<file path="config.mk">
export PLATFORM = sky130hd
export DESIGN_NAME = vram_arbiter
export DESIGN_NICKNAME = d
export VERILOG_FILES = /design/src/rtl/vram_arbiter_pkg.sv /design/src/rtl/vram_arbiter.sv
export SDC_FILE = /design/constraint.sdc
export NUM_CORES = 1
export LEC_CHECK = 0
export CAP_MARGIN = 20
export CELL_PAD_IN_SITES_DETAIL_PLACEMENT = 2
export CELL_PAD_IN_SITES_GLOBAL_PLACEMENT = 2
export CORE_ASPECT_RATIO = 0.6
export CORE_MARGIN = 2
export CORE_UTILIZATION = 21
export DETAILED_ROUTE_END_ITERATION = 8
export PLACE_DENSITY_LB_ADDON = 0.1
export SYNTH_ARGS = -nofsm -noshare
export SYNTH_HDL_FRONTEND = slang
export SYNTH_SLANG_ARGS = --single-unit
export TNS_END_PERCENT = 20
</file>
<file path="constraint.sdc">
create_clock -name clk -period 1.2 [get_ports clk]
set_input_delay 0.24 -clock clk [delete_from_list [all_inputs] [get_ports clk]]
set_output_delay 0.24 -clock clk [all_outputs]
set_load 0.01 [all_outputs]
</file>
<file path="src/rtl/vram_arbiter_pkg.sv">
// vram_arbiter_pkg: shared state encoding and parameter defaults for the VRAM arbiter
package vram_arbiter_pkg;
    typedef enum logic [1:0] {IDLE, PEND, DONE} state_t;
    localparam int ADDR_W_DEF = 14;
    localparam int DATA_W_DEF = 8;
    localparam logic [7:0] STARVE_MAX_DEF = 8'hFF;
endpackage

</file>
<file path="src/rtl/vram_arbiter.sv">
// vram_arbiter: render fetch has absolute bus priority; CPU accesses slip into free cycles
module vram_arbiter
    import vram_arbiter_pkg::*;
#(
    parameter int ADDR_W = ADDR_W_DEF,
    parameter int DATA_W = DATA_W_DEF,
    parameter logic [7:0] STARVE_MAX = STARVE_MAX_DEF
) (
    input  logic              clk,
    input  logic              rst,
    input  logic              ppu_req,
    input  logic [ADDR_W-1:0] ppu_a,
    output logic [DATA_W-1:0] ppu_din,
    input  logic              cpu_req,
    input  logic              cpu_wr,
    input  logic [ADDR_W-1:0] cpu_a,
    input  logic [DATA_W-1:0] cpu_wdata,
    output logic              cpu_ack,
    output logic [DATA_W-1:0] cpu_rdata,
    output logic              starve,
    output logic [ADDR_W-1:0] vram_a,
    output logic              vram_wr,
    output logic [DATA_W-1:0] vram_wdata,
    input  logic [DATA_W-1:0] vram_din
);
    state_t            r_state;
    state_t            w_next;
    logic [ADDR_W-1:0] r_a;
    logic              r_wr;
    logic [DATA_W-1:0] r_wdata;
    logic [DATA_W-1:0] r_rdata;
    logic              r_ack;
    logic [7:0]        r_cnt;
    logic              w_access;

    assign w_access = (r_state == PEND) && !ppu_req;

    // next state: wait for a free bus cycle, then hold DONE until the requester lets go
    always_comb begin
        w_next = (r_state == IDLE) ? (cpu_req ? PEND : IDLE) :
                 (r_state == PEND) ? (ppu_req ? PEND : DONE) :
                                     (cpu_req ? DONE : IDLE);
    end

    // state, request latches, read capture, one-shot ack and saturating pending counter
    always_ff @(posedge clk) begin
        if (rst) begin
            r_state <= IDLE;
            r_a     <= '0;
            r_wr    <= 1'b0;
            r_wdata <= '0;
            r_rdata <= '0;
            r_ack   <= 1'b0;
            r_cnt   <= 8'd0;
        end else begin
            r_state <= w_next;
            r_ack   <= w_access;
            if (r_state == IDLE && cpu_req) begin
                r_a     <= cpu_a;
                r_wr    <= cpu_wr;
                r_wdata <= cpu_wdata;
            end
            if (w_access && !r_wr) r_rdata <= vram_din;
            r_cnt <= (r_state == PEND && w_next == PEND) ? ((r_cnt == 8'hFF) ? r_cnt : r_cnt + 8'd1) : 8'd0;
        end
    end

    // rst gates the strobe so a reset landing on the access cycle commits nothing
    assign vram_a     = ppu_req ? ppu_a : r_a;
    assign vram_wr    = w_access && r_wr && !rst;
    assign vram_wdata = r_wdata;
    assign ppu_din    = vram_din;
    assign cpu_ack    = r_ack;
    assign cpu_rdata  = r_rdata;
    assign starve     = (r_state == PEND) && (r_cnt >= STARVE_MAX);
endmodule
</file>
==> flow_summary.ini <==
[synthesis]
synthesis.area_sq_mm = 0.00189
synth_area_per_cell_sq_um = 9.95
ys_seq_area_share_pct = 44.5
yosys_warnings = 0
synth_fp_nets = 240
synth_cells = 190
synth_cell_types = 33
synth_seq_cells = 42

[floorplan]
dieWidth_um = 126
die_y_um = 77.5
ioPinCount = 90
num_rows = 26
dieArea_sq_mm = 0.00980
initial_core_util_pct = 21.9
core_sq_mm = 0.00862

[status]
violations = setup timing
outcome = finished, violations left

[clock_network]
cts_htree_levels = 2
clkTransAtPathRegs_ns = 0.06
clkLatencyLatePin_ns = 0.28
clkSinkCount = 42
numCtsBuffers = 5
clockBufferDepth = 2
cts_tree = built
cts_root_buffer = clkbuf_16

[final_layout]
syn_to_final_growth_pct = 89.3
final_cells = 432
stdcell_area_sq_mm = 0.00358
regArea_sq_um = 861
drive_gt1_share_pct = 42.8
nFillCells = 919
final_cell_mix = clkdlybuf4s50_1, buf_4, dlygate4sd2_1, dfxtp_1, buf_6
nNetsFinal = 369
multi_input_area_sq_mm = 0.00105
insertedDiodeCount = 0

[global_route]
grt_antenna_before_repair = 0
grtUsageTotal_pct = 14.5
gr-total-overflow = 0
grt_max_degree = 25
grt_pass1_vias = 2087
grt_pass1_wl_um = 11000

[sta]
setup_ws_ns = -0.258
final-setup-viol-count = 54
skew_ns = 0.00405
finalHoldViolCount = 0
tightest_slew_ns = 0.244
fin_crit_ns = 1.46
fin_crit_sh_pct = 122
max_freq_ghz = 0.686
slew_violations = 0
maxSlewHeadroom_pct = 83.6
rsz0062_at_grt = true

[detailed_routing]
first_pass_iters = 4
routed_wl_um = 7140
drt_iter0_drc = 58
routed_via_density = 4.37
ant_nets = 0
vias = 1888
route.detailed.drc = 0
wl_per_cell_um = 16.5

[critical_path]
path_class = reg2out
crit_required_ns = 0.96
r2r_slack_ns = -0.18
rr_startpoint = r_state[0]
reg2reg_depth = 6
critPathLaunchType = register
startpoint = r_state[1]
r2r_end = r_a[3]
arrival_ns = 1.22
crit_path_end_kind = output pin
critPathMaxFanout = 2

[placed_design]
dp_cells = 403
placed_cell_area_sq_mm = 0.00305
port_buffers = 89
routabilityCongestion = 0.723
hpwlAfterDp_um = 4670

[power]
p_per_area_mw_per_mm2 = 1070
vdd_drop_max_mv = 0.535
power.leakage_nw = 1.58

[worst_hold_path]
whs_endpoint = cpu_rdata[3]
hold_depth = 2
min_from = cpu_rdata[3]
hold_class = reg2reg

[run]
cap_violations = 0
[cell type report]
cell class	count	share of cell area, %
Timing Repair Buffer	141	38.5
Multi-Input combinational cell	128	29.3
Sequential cell	42	24.1
Clock buffer	7	3.99
Tap cell	112	3.92
Clock inverter	1	0.140
Inverter	1	0.105
[what timing repair did]
item,CTS,global route
gates resized for setup,191,26
pin swaps,9,8
cloned,1,2
endpoints found under the setup margin,81,64
setup buffers,16,2
endpoints found under the hold margin,0,0
hold buffers,0,0
[stage by stage]
stage | power [mW] | hold WS (ns) | TNS (ns) | util, % | worst slack, ns
after global placement | 2.28 | 0.443 | -33.44 | 35.3 | -0.848
after floorplan | 1.87 | 0.376 | -0.690 | - | -0.0404
final | 3.81 | 0.458 | -6.99 | 41.5 | -0.258
after detailed placement | 2.29 | 0.454 | -34.82 | 35.3 | -0.865
after global routing | 4.01 | 0.480 | -9.57 | 41.5 | -0.306
after CTS | 3.79 | 0.460 | -7.15 | 40.5 | -0.235
[cells by family after synthesis]
kind of cell | Yosys count | synth area share (%)
flip-flops | 42 | 44.5
AO/OA/AOI/OAI | 23 | 7.61
AND/OR/NAND/NOR | 67 | 19.3
buffers and inverters | 20 | 7.48
adder cells (fa/ha/maj) | 1 | 0.662
multiplexers | 37 | 20.5
[state kept, by name, indices dropped and copies added, names as in the netlist]
| register | flops |
|---|---|
| r_a | 14 |
| cpu_rdata | 8 |
| r_cnt | 8 |
| vram_wdata | 8 |
| r_state | 2 |
| cpu_ack | 1 |
| r_wr | 1 |
[worst max-delay path by stage]
stage,endpoint,depth (start not counted)
global route,vram_wr,4
global placement,vram_wr,5
finish,vram_wr,4
CTS,vram_wr,4
detailed placement,vram_wr,5
floorplan,cpu_rdata[0],5
[critical path, stage by stage, from the launching register on]
cell,delay [ns]
dfxtp_2,0.32
nand2b_4,0.15
nor3_4,0.19
and2_1,0.15
buf_2,0.13
[synth_stat cells]
cell,number,share of area (%)
nand4_1,1,0.33
o21ai_0,4,1.1
a31oi_1,5,1.7
a21oi_1,9,2.4
inv_1,1,0.20
nand2b_4,1,0.73
nand3_1,3,0.79
or4b_1,1,0.53
nor2_1,24,4.8
buf_4,9,3.6
and4bb_2,1,0.66
mux2_2,14,8.3
and4_1,2,0.93
nor3_1,3,0.79
o21a_1,1,0.40
nor3b_1,1,0.40
buf_2,2,0.53
nand2_1,19,3.8
and2_1,1,0.33
nor3b_2,1,0.66
dfxtp_1,42,44
a211oi_2,2,1.3
or3b_1,1,0.46
nor4b_4,1,1.3
o211ai_1,1,0.40
mux2i_1,23,12
ha_1,1,0.66
nor3_2,2,1.1
buf_6,4,2.4
nand4b_1,1,0.46
o21bai_1,1,0.40
and3_1,4,1.3
clkbuf_1,4,0.79
[report_power, final]
| part | switching [mW] | internal (mW) | total (mW) |
|---|---|---|---|
| logic | 0.345 | 0.572 | 0.917 |
| registers | 0.0475 | 1.47 | 1.52 |
| clock network | 0.552 | 0.826 | 1.38 |
[per-layer routing]
layer  vias to the layer above  global-route usage (%)  wire length, um
met5                         -                       0                0
met1                       918                    19.0             3540
met4                         0                    4.62               91
li1                        916                       -                -
met3                         7                    5.03              391
met2                        47                    22.2             3120
Note: power is estimated with default switching activity, not from simulation.
